**config.mk**
```make
export PLATFORM = sky130hd
export DESIGN_NAME = tf0060dca_dac_rx
export DESIGN_NICKNAME = d
export VERILOG_FILES = /design/src/rtl/tf0060dca_dac_rx_pkg.sv /design/src/rtl/tf0060dca_sync_edge.sv /design/src/rtl/tf0060dca_dac_rx.sv
export SDC_FILE = /design/constraint.sdc
export NUM_CORES = 1
export LEC_CHECK = 0
export BUFFER_PORTS_ARGS = -buffer_cell sky130_fd_sc_hd__buf_2
export CAP_MARGIN = 20
export CORE_MARGIN = 2
export CORE_UTILIZATION = 51
export CTS_BUF_LIST = sky130_fd_sc_hd__clkbuf_8 sky130_fd_sc_hd__clkbuf_16
export DETAILED_ROUTE_END_ITERATION = 12
export GPL_ROUTABILITY_DRIVEN = 0
export PLACE_DENSITY_LB_ADDON = 0.12
export REMOVE_ABC_BUFFERS = 1
export SLEW_MARGIN = 10
export SYNTH_ARGS = -nofsm -noshare
export SYNTH_HDL_FRONTEND = slang
export SYNTH_SLANG_ARGS = --single-unit
```
**constraint.sdc**
```tcl
create_clock -name CLK_SYS -period 1.7 [get_ports CLK_SYS]
set_input_delay 0 -clock CLK_SYS [delete_from_list [all_inputs] [get_ports CLK_SYS]]
set_output_delay 0 -clock CLK_SYS [all_outputs]
set_load 0.05 [all_outputs]
```
**src/rtl/tf0060dca_dac_rx_pkg.sv**
```systemverilog
// Shared types and constants for the serial DAC link receiver.
// Frame layout: 8-bit address then 8-bit data, MSB first.
package tf0060dca_dac_rx_pkg;

  typedef enum logic [1:0] {
    ST_IDLE,
    ST_SHIFT,
    ST_COMMIT
  } state_e;

  localparam int FRAME_BITS = 16;
  localparam int ADDR_BITS  = 8;
  localparam int DATA_BITS  = 8;
  localparam int CNT_BITS   = 5;

  localparam logic [CNT_BITS-1:0]  CNT_MAX      = 5'd31;
  localparam logic [ADDR_BITS-1:0] CH1_ADDR_DEF = 8'h00;
  localparam logic [ADDR_BITS-1:0] CH2_ADDR_DEF = 8'h01;

endpackage

```
**src/rtl/tf0060dca_sync_edge.sv**
```systemverilog
// Multi-flop synchroniser with rise/fall detection against a delayed copy.
// Flops reset to 1, the idle level of the link.
module tf0060dca_sync_edge #(
  parameter int STAGES = 2
) (
  input  logic i_clk,
  input  logic i_rst,
  input  logic i_d,
  output logic o_q,
  output logic o_rise,
  output logic o_fall
);

  logic [STAGES-1:0] r_sync;
  logic              r_prev;

  always_ff @(posedge i_clk or posedge i_rst) begin
    if (i_rst) begin
      r_sync <= '1;
      r_prev <= 1'b1;
    end else begin
      r_sync <= {r_sync[STAGES-2:0], i_d};
      r_prev <= r_sync[STAGES-1];
    end
  end

  assign o_q    = r_sync[STAGES-1];
  assign o_rise = r_sync[STAGES-1] & ~r_prev;
  assign o_fall = ~r_sync[STAGES-1] & r_prev;

endmodule

```
**src/rtl/tf0060dca_dac_rx.sv**
```systemverilog
// Serial DAC link receiver: deserialises address/data frames into two
// channel sample registers and a registered 9-bit mix.
module tf0060dca_dac_rx
  import tf0060dca_dac_rx_pkg::*;
#(
  parameter int              SYNC_STAGES  = 2,
  parameter logic [7:0]      CH1_ADDR     = CH1_ADDR_DEF,
  parameter logic [7:0]      CH2_ADDR     = CH2_ADDR_DEF,
  parameter logic [7:0]      RESET_SAMPLE = 8'h80
) (
  input  logic       CLK_SYS,
  input  logic       RESET,
  input  logic       SCLK,
  input  logic       LOAD_SHIFT,
  input  logic       DI,
  output logic [7:0] CH1_OUT,
  output logic [7:0] CH2_OUT,
  output logic       CH1_STB,
  output logic       CH2_STB,
  output logic [8:0] MIX_OUT,
  output logic       FRAME_ERR
);

  localparam logic [8:0] MIX_RST =
    {1'b0, RESET_SAMPLE} + {1'b0, RESET_SAMPLE};

  logic w_sclk_q, w_sclk_rise, w_sclk_fall;
  logic w_load_q, w_load_rise, w_load_fall;
  logic w_di_q, w_di_rise, w_di_fall;
  logic w_unused_sync;

  tf0060dca_sync_edge #(.STAGES(SYNC_STAGES)) u_sclk (
    .i_clk  (CLK_SYS),
    .i_rst  (RESET),
    .i_d    (SCLK),
    .o_q    (w_sclk_q),
    .o_rise (w_sclk_rise),
    .o_fall (w_sclk_fall)
  );

  tf0060dca_sync_edge #(.STAGES(SYNC_STAGES)) u_load (
    .i_clk  (CLK_SYS),
    .i_rst  (RESET),
    .i_d    (LOAD_SHIFT),
    .o_q    (w_load_q),
    .o_rise (w_load_rise),
    .o_fall (w_load_fall)
  );

  tf0060dca_sync_edge #(.STAGES(SYNC_STAGES)) u_di (
    .i_clk  (CLK_SYS),
    .i_rst  (RESET),
    .i_d    (DI),
    .o_q    (w_di_q),
    .o_rise (w_di_rise),
    .o_fall (w_di_fall)
  );

  assign w_unused_sync = ^{w_sclk_q, w_sclk_fall, w_load_q,
                           w_di_rise, w_di_fall};

  state_e                r_state, w_state_nx;
  logic [CNT_BITS-1:0]   r_cnt, w_cnt_nx;
  logic [FRAME_BITS-1:0] r_sr, w_sr_nx;
  logic                  w_full, w_hit1, w_hit2, w_err;
  logic [7:0]            r_ch1, r_ch2;
  logic                  r_stb1, r_stb2, r_err;
  logic [8:0]            r_mix;

  always_ff @(posedge CLK_SYS or posedge RESET) begin
    if (RESET) begin
      r_state <= ST_IDLE;
      r_cnt   <= '0;
      r_sr    <= '0;
    end else begin
      r_state <= w_state_nx;
      r_cnt   <= w_cnt_nx;
      r_sr    <= w_sr_nx;
    end
  end

  // Bit and frame end in the same cycle: the bit still counts.
  always_comb begin
    w_state_nx = r_state;
    w_cnt_nx   = r_cnt;
    w_sr_nx    = r_sr;
    unique case (r_state)
      ST_IDLE: begin
        if (w_load_fall) begin
          w_cnt_nx   = '0;
          w_sr_nx    = '0;
          w_state_nx = ST_SHIFT;
        end
      end
      ST_SHIFT: begin
        if (w_load_fall) begin
          w_cnt_nx = '0;
          w_sr_nx  = '0;
        end else begin
          if (w_sclk_rise) begin
            w_sr_nx = {r_sr[FRAME_BITS-2:0], w_di_q};
            if (r_cnt != CNT_MAX) w_cnt_nx = r_cnt + 5'd1;
          end
          if (w_load_rise) w_state_nx = ST_COMMIT;
        end
      end
      ST_COMMIT: w_state_nx = ST_IDLE;
      default:   w_state_nx = ST_IDLE;
    endcase
  end

  always_comb begin
    w_full = (r_state == ST_COMMIT) &&
             (r_cnt == CNT_BITS'(FRAME_BITS));
    w_hit1 = w_full && (r_sr[15:8] == CH1_ADDR);
    w_hit2 = w_full && !w_hit1 && (r_sr[15:8] == CH2_ADDR);
    w_err  = (r_state == ST_COMMIT) && !w_full;
  end

  always_ff @(posedge CLK_SYS or posedge RESET) begin
    if (RESET) begin
      r_ch1  <= RESET_SAMPLE;
      r_ch2  <= RESET_SAMPLE;
      r_stb1 <= 1'b0;
      r_stb2 <= 1'b0;
      r_err  <= 1'b0;
      r_mix  <= MIX_RST;
    end else begin
      r_stb1 <= w_hit1;
      r_stb2 <= w_hit2;
      r_err  <= w_err;
      if (w_hit1) r_ch1 <= r_sr[DATA_BITS-1:0];
      if (w_hit2) r_ch2 <= r_sr[DATA_BITS-1:0];
      r_mix  <= {1'b0, r_ch1} + {1'b0, r_ch2};
    end
  end

  assign CH1_OUT   = r_ch1;
  assign CH2_OUT   = r_ch2;
  assign CH1_STB   = r_stb1;
  assign CH2_STB   = r_stb2;
  assign FRAME_ERR = r_err;
  assign MIX_OUT   = r_mix;

endmodule

```
# Yosys cells after proc, flatten, opt, wreduce, memory -nomap -nowiden
# Index checks and enable logic that the tools add are counted.
dict set report totals {
  out_inout_bits 28
  n_memories 0
  word_cells 58
  reg_bits 59
  inputBits 5
  latch_bits 0
  ram_bits 0
  rom_bits 0
}
dict set report classes {
  shifts 0
  bitwise_logic 6
  n_mul 0
  n_div 0
  reduce_logical 13
  mux 13
  order_cmp 0
  n_eq_ne 10
  add_sub_neg 2
}
# cell count
set op_table {}
lappend op_table {{16-bit two-way mux} 3}
lappend op_table {{16-bit case mux with 2 select lines} 1}
lappend op_table {{5-bit two-way mux} 4}
lappend op_table {{5-bit case mux with 2 select lines} 1}
lappend op_table {{8-bit by 8-bit adder with 9-bit output} 1}
lappend op_table {{8-bit by 1-bit equality test with 1-bit output (second input constant)} 1}
lappend op_table {{8-bit logical NOT} 1}
lappend op_table {{2-bit two-way mux} 3}
lappend op_table {{3-bit AND reduction} 2}
lappend op_table {{5-bit by 1-bit adder with 5-bit output (second input constant)} 1}
lappend op_table {{5-bit equality test (second input constant)} 1}
lappend op_table {{1-bit logical AND} 5}
lappend op_table {{5-bit != test (second input constant)} 1}
lappend op_table {{2-bit by 1-bit != test with 1-bit output (second input constant)} 2}
lappend op_table {{2-bit case mux with 2 select lines} 1}
lappend op_table {{4-bit AND reduction} 1}
lappend op_table {{1-bit bitwise AND} 3}
lappend op_table {{3-bit by 1-bit != test with 1-bit output (second input constant)} 1}
lappend op_table {{3-bit by 2-bit != test with 1-bit output (second input constant)} 1}
lappend op_table {{1-bit NOT} 3}
lappend op_table {{2-bit by 1-bit equality test with 1-bit output (second input constant)} 1}
lappend op_table {{2-bit equality test (second input constant)} 1}
lappend op_table {{1-bit logical NOT} 2}
lappend op_table {{2-bit logical NOT} 1}
lappend op_table {{other kinds (2)} 2}

# Depth between registers and ports, before layout
# Gate-level depths: netlist of run 1.
dict set report logic_depth {
  word_depth 6
  depth_mapped 7
  ltp_nobuf 7
}

# By module
# Synthesis of run 1 repeated with hierarchy kept, for this count alone.
dict set report unflattened {
  hier_cells 215
  area_unflattened_um2 2534.9
}
# module area_each_um2 cells_per_inst instances seq_area_each_um2
set by_module_without_submodules {}
lappend by_module_without_submodules {tf0060dca_dac_rx 2242.2 197 1 1280.0}
lappend by_module_without_submodules {tf0060dca_sync_edge 97.6 6 3 78.8}

# Least setup slack after synthesis of run 1
# No wires, ideal clock.
dict set report synth_timing {
  path_type {register to register}
  from {reg r_ch1[0] (netlist: CH1_OUT[0])}
  to {reg r_mix[6] (netlist: MIX_OUT[6])}
  stages_incl_launch_ff 7
  required_time_ns 1.620
  t_arrival_ns 1.922
  setup_slack_ns -0.302
  setup_time_ns 0.080
  cell_sequence {dfrtp_1 ha_1 fa_1 a21oi_1 nor2b_1 a311oi_1 xnor2_1}
}
dict set report synth_via {
  elab_chain_cells 1
}
# element line_no
set synth_rtl {}
lappend synth_rtl {{start, declared} tf0060dca_dac_rx.sv:66} ;# logic [7:0] r_ch1, r_ch2;
lappend synth_rtl {{start signal, assigned} tf0060dca_dac_rx.sv:132} ;# if (w_hit1) r_ch1 <= r_sr[DATA_BITS-1:0];
lappend synth_rtl {{8-bit by 8-bit adder with 9-bit output} tf0060dca_dac_rx.sv:134} ;# r_mix <= {1'b0, r_ch1} + {1'b0, r_ch2};
lappend synth_rtl {{end signal, assigned} tf0060dca_dac_rx.sv:134}
lappend synth_rtl {{end, declared} tf0060dca_dac_rx.sv:68} ;# logic [8:0] r_mix;
# No other way between the ends.
# A chain may end at the register's enable or synchronous reset.

# Final worst setup path of run 1
dict set report layout_timing {
  from {reg r_cnt[0]}
  to {reg r_ch1[3] (netlist: CH1_OUT[3])}
}
dict set report layout_via {
  elab_chain_cells 3
}
# element line_no
set layout_rtl {}
lappend layout_rtl {{start, declared} tf0060dca_dac_rx.sv:63} ;# logic [CNT_BITS-1:0] r_cnt, w_cnt_nx;
lappend layout_rtl {{start signal, assigned} tf0060dca_dac_rx.sv:77} ;# r_cnt <= w_cnt_nx;
lappend layout_rtl {{5-bit equality test} tf0060dca_dac_rx.sv:114} ;# (r_cnt == CNT_BITS'(FRAME_BITS));
lappend layout_rtl {{1-bit logical AND} tf0060dca_dac_rx.sv:113} ;# w_full = (r_state == ST_COMMIT) &&
lappend layout_rtl {{1-bit logical AND} tf0060dca_dac_rx.sv:115} ;# w_hit1 = w_full && (r_sr[15:8] == CH1_ADDR);
lappend layout_rtl {{named net w_hit1} tf0060dca_dac_rx.sv:65} ;# logic w_full, w_hit1, w_hit2, w_err;
# The timed path passes the listed nets, and every way through them passes these cells.

==> flow_metrics.tcl, run 1 <==
set metrics [dict create \
    status "completed" \
    startpoint "r_cnt[0]" \
    fmax_mhz 591.7 \
    io_pins 33 \
    synthMuxAreaShare_pct 7.398 \
    critical_path_arrival_ns 1.91 \
    clock_latency_ns 0.34 \
    num_vias 1659 \
    r2r_cells 7 \
    cts_max_level 3 \
    ys_seq_area_share_pct 59.94 \
    worst_pin_slew_ns 0.3634 \
    relSlewSlack_pct 75.59 \
    synth_top_family_by_area "simple AND/OR/NAND/NOR gates" \
    fin_ws_ns 0.009954 \
    syn-instance-count 203 \
    syn_to_final_growth_pct 31.00 \
    critPathRequiredTime_ns 1.92 \
    synthAdderAreaFrac_pct 6.341 \
    synth_area_leaders "dfrtp_1 48%, dfstp_2 12%, mux2_2 6.3%" \
    ys_top_cells_by_count "48 x dfrtp_1, 35 x nand2_1, 18 x o21ai_0" \
    layoutNonFillerInstCount 338 \
    start_kind "flop" \
    pre_cts_ws_ns -0.1891 \
    nets 283 \
    io_buffers 32 \
    rsz0062_at_grt "true" \
    crit_slowest_cell "dfrtp_1" \
    ir_drop_mv 0.9858 \
    reg2reg_slack_ns 0.01 \
    dieWidth_um 73.82 \
    synth-edff-count 0 \
    p_per_area_mw_per_mm2 1013 \
    slew_viol_final 0 \
    finalPower_mw 3.300 \
    grt_use_met2_pct 29.76 \
    post-route-min-period_ns 1.690 \
    synth_top_flop_cell "dfrtp_1" \
    via_per_inst 4.908 \
    antenna_cells 0 \
    worst-path-buf-inv 2 \
    dp.cells 314 \
    critPathCaptureType "flop" \
    wl_per_cell_um 13.08 \
    leakage_nw 1.660 \
    die_h_um 73.82 \
    use_met3_pct 6.584 \
    path_max_fanout 5 \
    hold_class "input port to async pin" \
    wl_um 4421 \
    setup_viol 0 \
    dr.pass1.iters 4 \
    cts_tree "built" \
    r2r_end "CH1_OUT[3]" \
    cts.root.buffer_cell "clkbuf_8" \
    ant_nets 0 \
    maxCapViolations 0 \
    synth_seq_cells 59 \
    drt_iter0_markers 133 \
    hpwl_um 2852 \
    top_usage_layer "met2" \
    hold_viol 0 \
    ys_types 39 \
    worstPathCellList "inv_2 > ha_4 > and4bb_2 > nand4_4 > nor2_4 > buf_6 > mux2_4" \
    die_area_mm2 0.005449 \
    grt_pass1_wl_um 7355 \
    use_met1_pct 22.05 \
    layout-drive-gt1-share_pct 43.54 \
    numCtsBuffers 9 \
    synth-compound-area-share_pct 8.656 \
    crit_family "simple AND/OR/NAND/NOR gates" \
    yosys.area_share.simple_pct 12.13 \
    drc_errors 0 \
    synth_top_cell_by_area "dfrtp_1" \
    yosys_warnings 0 \
    netlist_area_mm2 0.002486 \
    yosysMostFrequentCell "dfrtp_1" \
    antenna_found_initial 0 \
    core_mm2 0.004723 \
    initial_core_util_pct 52.64 \
    avgSynthCellArea_um2 12.25 \
    clock_sinks 59 \
    clockBufferDepth 2 \
    track_usage_pct 18.63 \
    path_clk_slew_ns 0.07 \
    cp_slowest_stage_delay_ns 0.38 \
    core.rowCount 25 \
    synth_async_sr_flop_share_pct 100.0 \
    grt_max_degree 60 \
    yosys.area.top_type_share_pct 48.31 \
    fin_worst_skew_ns 0.009296 \
    grt_pass1_vias 1649 \
    r2r-start "r_cnt[0]" \
    worstSetupPathType "flop to flop" \
    period_share_pct 99.41 \
    grt_overflow 0 \
    synth-xor-area-share_pct 3.171 \
]
-- per-stage QoR --
stage	cell area, µm²	util [%]	hold slack (ns)	setup TNS, ns
finish	3257	68.95	0.2460	0
detailed placement	2845	60.24	0.08185	-0.8426
global placement	2845	60.24	0.07789	-0.4362
floorplan	2454	-	0.004478	-0.6597
CTS	3179	67.31	0.2661	-0.07216
global route	3257	68.95	0.2924	-0.4364
-- repair_timing --
item,4_1_cts,5_1_grt
buffers inserted,3,1
pin swaps,3,6
gates resized for setup,9,18
setup endpoints to repair,10,22
hold buffers,4,0
endpoints found under the hold margin,62,0
gates cloned,0,0
-- power by group --
group	internal [mW]	leakage [nW]	switching, mW
Sequential	1.46	0.780	0.0269
Combinational	0.129	0.760	0.153
Clock	0.970	0.119	0.565
-- worst reg2reg max path: cells and delay by family (launching register included) --
| family | cells | cell delay [ns] |
|---|---|---|
| AND/OR/NAND/NOR | 3 | 0.54 |
| flip-flops | 1 | 0.38 |
| multiplexers | 1 | 0.30 |
| buffers and inverters | 2 | 0.23 |
| adder cells (fa/ha/maj) | 1 | 0.11 |
-- how the worst max path moves through the flow --
| stage | end | slack (ns) | cells past startpoint |
|---|---|---|---|
| floorplan | MIX_OUT[6] | -0.30 | 6 |
| global placement | MIX_OUT[8] | -0.13 | 6 |
| detailed placement | MIX_OUT[6] | -0.19 | 6 |
| CTS | CH1_OUT[2] | -0.02 | 7 |
| global route | CH1_OUT[0] | -0.07 | 7 |
| finish | CH1_OUT[3] | 0.01 | 7 |
-- layout make-up --
class | count | area [µm²]
flip-flops and latches | 59 | 1490
inverters | 7 | 26.28
repair buffers | 58 | 385.4
clock buffers | 9 | 123.9
clock inverters | 7 | 116.4
fillers | 345 | 1466
well taps | 67 | 83.83
multi-input cells | 131 | 1031
-- state kept, by name (all words and copies together) (netlist names) --
name,count
u_di.r_sync,2
u_sclk.r_prev,1
r_cnt,5
u_sclk.r_sync,2
FRAME_ERR,1
CH1_STB,1
MIX_OUT,9
CH2_OUT,8
u_load.r_prev,1
r_state,2
CH1_OUT,8
u_load.r_sync,2
CH2_STB,1
r_sr,16
-- logic make-up (layout without fill, tap and decap cells) --
logic type	after synthesis	in the layout
flip-flops	59	59
AO/OA/AOI/OAI	35	35
adder cells (fa/ha/maj)	12	12
AND/OR/NAND/NOR	59	59
multiplexers	16	16
XOR/XNOR	9	9
buffers and inverters	13	81
-- routing by layer --
| layer | up-vias | wire length, µm |
|---|---|---|
| met1 | 799 | 1992 |
| met3 | 10 | 149 |
| met5 | - | 0 |
| met2 | 31 | 2181 |
| met4 | 0 | 97 |
| li1 | 819 | - |
-- layout by cell type, fill, tap and decap left out, drive strengths merged, types with 6 or more instances in the layout --
cell,Yosys,routed
dfrtp,48,48
inv,7,7
a21oi,6,6
dfstp,11,11
xnor2,7,7
nand2,36,36
clkbuf,3,9
o21ai,18,18
mux2,16,16
ha,11,11
nor2,7,7
buf,3,54
Power figures use the tool's default switching activity.
==> run 2: changes to the inputs <==
- CAP_MARGIN: 20 -> 10
- CORE_UTILIZATION: 51 -> 49
- REMOVE_ABC_BUFFERS: 1 -> not set
==> flow_metrics.tcl, run 2 (synthesis results as in run 1) <==
set metrics [dict create \
    status "finished, violations left" \
    violations "setup timing" \
    core.rowCount 25 \
    period_share_pct 101.4 \
    relSlewSlack_pct 74.23 \
    worst_pin_slew_ns 0.3866 \
    clockBufferDepth 2 \
    cts_tree "built" \
    maxCapViolations 0 \
    rsz0062_at_grt "true" \
    wl_um 4508 \
    fmax_mhz 580.3 \
    fin_worst_skew_ns 0.009431 \
    numCtsBuffers 9 \
    dr.pass1.iters 4 \
    layoutNonFillerInstCount 334 \
    p_per_area_mw_per_mm2 943.8 \
    ant_nets 0 \
    finalPower_mw 3.034 \
    slew_viol_final 0 \
    fillers 384 \
    fin_ws_ns -0.02323 \
    die_h_um 75.23 \
    syn_to_final_growth_pct 29.29 \
    grt_max_degree 60 \
    pre_cts_ws_ns -0.06981 \
    core_mm2 0.004817 \
    critPathRequiredTime_ns 1.96 \
    cp_slowest_stage_delay_ns 0.42 \
    hpwl_um 2830 \
    start_kind "flop" \
    grt_overflow 0 \
    leakage_nw 1.613 \
    nets 279 \
    grt_pass1_vias 1579 \
    layout_common_cells "46 x dfrtp_1, 35 x nand2_1, 32 x buf_2" \
    largest-register "r_sr" \
    synth_nets 220 \
    path_clk_slew_ns 0.07 \
    grt_pass1_wl_um 7479 \
    cts_max_level 3 \
    largest_reg_flops 16 \
    post-route-min-period_ns 1.723 \
    track_usage_pct 18.41 \
    ir_drop_mv 0.6674 \
    path_max_fanout 2 \
    worst-path-buf-inv 0 \
    wl_per_cell_um 13.50 \
    drt_iter0_markers 91 \
    via_per_inst 4.976 \
    layout-drive-gt1-share_pct 43.07 \
    num_vias 1662 \
    initial_core_util_pct 51.61 \
    worstSetupPathType "flop to flop" \
    holdWs_ns 0.2697 \
    hold_viol 0 \
    die_area_mm2 0.005660 \
    cts.root.buffer_cell "clkbuf_8" \
    clock_sinks 59 \
    hold_class "input port to async pin" \
    crit_slowest_cell "dfrtp_2" \
    antenna_cells 0 \
    critPathCaptureType "flop" \
    final_common_cell "dfrtp_1" \
    dp.cells 307 \
    dieWidth_um 75.23 \
    io_buffers 32 \
    clock_latency_ns 0.33 \
    crit_family "adder cells" \
    antenna_found_initial 0 \
    worstPathCellList "ha_4 > fa_2 > a21oi_2 > nor2b_2 > a311oi_2 > xnor2_1" \
    io_pins 33 \
    critical_path_arrival_ns 1.98 \
    drc_errors 0 \
    setup_viol 6 \
]
## run 2: cell count changes in the layout (fill, tap and decap cells not counted), sizes merged
cell	delta
buf	-5
bufinv	-2
clkbuf	+1
inv	+1
nor2	+1
## run 2: what timing repair did
item                                   in CTS  in global routing
setup endpoints to repair                  10                 22
gates resized for setup                     6                 19
buffers inserted                            4                  2
endpoints found under the hold margin      54                  0
gates cloned                                1                  0
pin swaps                                   1                  5
hold buffers                                4                  0
## run 2: per-stage QoR
stage               cell area, µm²  setup TNS [ns]  utilization [%]
global route                  3214         -0.4924            66.73
floorplan                     2510        -0.05624                -
CTS                           3115         -0.1117            64.68
detailed placement            2816         -0.5470            58.47
global placement              2816         -0.1356            58.47
finish                        3214        -0.07539            66.73
## run 2: layer usage
layer / global-route usage, % / wire length [µm] / up-vias
met5: 0 / 0 / -
met3: 4.418 / 133 / 6
met4: 9.942 / 72 / 0
li1: - / - / 814
met1: 24.41 / 2125 / 813
met2: 28.07 / 2177 / 29
## run 2: cell type report
type / count / area (µm²) / share of cell area (%)
Inverter: 7 / 28.78 / 0.8953
Clock buffer: 10 / 137.6 / 4.282
Tap cell: 67 / 83.83 / 2.608
Timing Repair Buffer: 53 / 340.3 / 10.59
Sequential cell: 59 / 1493 / 46.44
Multi-Input combinational cell: 132 / 1075 / 33.44
Clock inverter: 6 / 56.30 / 1.752
## run 2: final timing paths
| check | from | to | slack (ns) | cells past startpoint |
|---|---|---|---|---|
| max | CH1_OUT[0] | MIX_OUT[6] | -0.02 | 6 |
| min | RESET | MIX_OUT[2] | 0.27 | 4 |
| max reg2reg | CH1_OUT[0] | MIX_OUT[6] | -0.02 | 6 |
| min reg2reg | u_di.r_sync[0] | u_di.r_sync[1] | 0.36 | 0 |
| max in group asynchronous | RESET | u_di.r_sync[0] | 1.12 | 4 |
| min in group CLK_SYS | DI | u_di.r_sync[0] | 0.32 | 2 |
## run 2: power by group
group	total (mW)	internal, mW	switching [mW]
clock	1.24	0.703	0.540
sequential	1.49	1.46	0.0302
combinational	0.303	0.144	0.160
total	3.03	2.30	0.730
## run 2: worst reg2reg max path: stages (launching register included)
cell,delay (ns)
dfrtp_2,0.42
ha_4,0.17
fa_2,0.37
a21oi_2,0.17
nor2b_2,0.07
a311oi_2,0.31
xnor2_1,0.15
==> run 3: changes to the inputs <==
- CTS_BUF_LIST: sky130_fd_sc_hd__clkbuf_8 sky130_fd_sc_hd__clkbuf_16 -> not set
==> flow_metrics.tcl, run 3 (synthesis results as in run 1) <==
set metrics [dict create \
    violations "setup timing" \
    grt_pass1_wl_um 7541 \
    dieWidth_um 75.23 \
    fin_worst_skew_ns 0.009975 \
    post-route-min-period_ns 1.725 \
    io_buffers 32 \
    cts.root.buffer_cell "clkbuf_8" \
    hold_class "input port to async pin" \
    cp_slowest_stage_delay_ns 0.39 \
    drc_errors 0 \
    fin_tns_setup_ns -0.1279 \
    drt_iter0_markers 95 \
    grt_max_degree 60 \
    dr.pass1.iters 4 \
    clockBufferDepth 2 \
    cts_tree "built" \
    synth_nets 220 \
    start_kind "flop" \
    path_max_fanout 5 \
    path_clk_slew_ns 0.07 \
    leakage_nw 1.614 \
    worst_pin_slew_ns 0.4131 \
    p_per_area_mw_per_mm2 950.5 \
    track_usage_pct 18.58 \
    wl_um 4570 \
    via_per_inst 4.982 \
    nets 280 \
    status "finished, violations left" \
    worstSetupPathType "flop to flop" \
    worstPathCellList "inv_2 > ha_4 > and4bb_2 > nand4_4 > nor2_4 > mux2_4" \
    cts_max_level 3 \
    holdWs_ns 0.2602 \
    slew_viol_final 0 \
    core_mm2 0.004817 \
    hpwl_um 2830 \
    antenna_cells 0 \
    maxCapViolations 0 \
    largest_reg_flops 16 \
    largest-register "r_sr" \
    critPathRequiredTime_ns 1.91 \
    core.rowCount 25 \
    critPathCaptureType "flop" \
    final_common_cell "dfrtp_1" \
    layout-drive-gt1-share_pct 43.28 \
    setup_viol 6 \
    ant_nets 0 \
    crit_slowest_cell "dfrtp_1" \
    clock_latency_ns 0.33 \
    syn_to_final_growth_pct 29.59 \
    grt_pass1_vias 1588 \
    clock_sinks 59 \
    period_share_pct 101.4 \
    num_vias 1669 \
    critical_path_arrival_ns 1.94 \
    rsz0062_at_grt "true" \
    io_pins 33 \
    ir_drop_mv 0.6658 \
    grt_overflow 0 \
    relSlewSlack_pct 72.46 \
    hold_viol 0 \
    fmax_mhz 579.9 \
    wl_per_cell_um 13.64 \
    numCtsBuffers 9 \
    die_h_um 75.23 \
    layout_common_cells "46 x dfrtp_1, 35 x nand2_1, 32 x buf_2" \
    initial_core_util_pct 51.61 \
    die_area_mm2 0.005660 \
    antenna_found_initial 0 \
    fin_ws_ns -0.02455 \
]
run 3: cell types whose count changed in the layout (fill, tap and decap cells not counted):
cell / delta
buf_4: +1
clkbuf_1: +1
inv_1: -1
run 3: metrics by stage:
| stage | utilization (%) | instances | instance area (µm²) | power, mW | worst slack (ns) |
|---|---|---|---|---|---|
| CTS | 65.64 | 334 | 3162 | 3.085 | -0.02566 |
| detailed placement | 58.47 | 307 | 2816 | 1.758 | -0.06981 |
| global placement | 58.47 | 307 | 2816 | 1.749 | -0.02274 |
| finish | 66.88 | 335 | 3222 | 3.062 | -0.02455 |
| floorplan | - | 203 | 2510 | 1.657 | -0.03227 |
| global route | 66.88 | 335 | 3222 | 3.207 | -0.1055 |
run 3: final cells by class:
cell class	count	area, µm²
Timing Repair Buffer	54	347.8
Multi-Input combinational cell	132	1075
Clock inverter	5	52.55
Inverter	7	28.78
Clock buffer	11	141.4
Sequential cell	59	1493
Tap cell	67	83.83
Fill cell	378	1595
run 3: worst paths after layout:
kind | start | to | slack (ns) | cells after the start
worst max register to register | r_cnt[1] | CH1_OUT[0] | -0.02 | 6
worst min register to register | u_di.r_sync[0] | u_di.r_sync[1] | 0.36 | 0
max in group asynchronous | RESET | u_sclk.r_sync[1] | 1.11 | 4
min in group CLK_SYS | DI | u_di.r_sync[0] | 0.32 | 2
worst min-delay path | RESET | MIX_OUT[1] | 0.26 | 4
worst max-delay path | r_cnt[1] | CH1_OUT[0] | -0.02 | 6
run 3: repair_timing:
action,4_1_cts,5_1_grt
pin swaps,2,4
resized for setup,15,10
setup endpoints to repair,10,22
hold endpoints to repair,54,0
buffers inserted,6,1
hold buffers,4,0
gates cloned,1,0
run 3: where the power goes:
| group | total, mW | switching (mW) | internal [mW] |
|---|---|---|---|
| logic | 0.318 | 0.163 | 0.155 |
| registers | 1.49 | 0.0297 | 1.46 |
| clock network | 1.26 | 0.549 | 0.709 |
| total | 3.06 | 0.741 | 2.32 |
run 3: worst max-delay path, delay by kind of cell, from the launching register on:
family,cells,cell delay (ns)
adder cells (fa/ha/maj),1,0.11
buffers and inverters,1,0.07
flip-flops,1,0.39
multiplexers,1,0.32
AND/OR/NAND/NOR,3,0.71
run 3: per-layer routing:
layer | up-vias | wire, µm | global-route usage (%)
li1 | 813 | - | -
met1 | 821 | 2122 | 24.67
met2 | 29 | 2242 | 28.36
met3 | 6 | 133 | 4.418
met4 | 0 | 72 | 9.942
met5 | - | 0 | 0
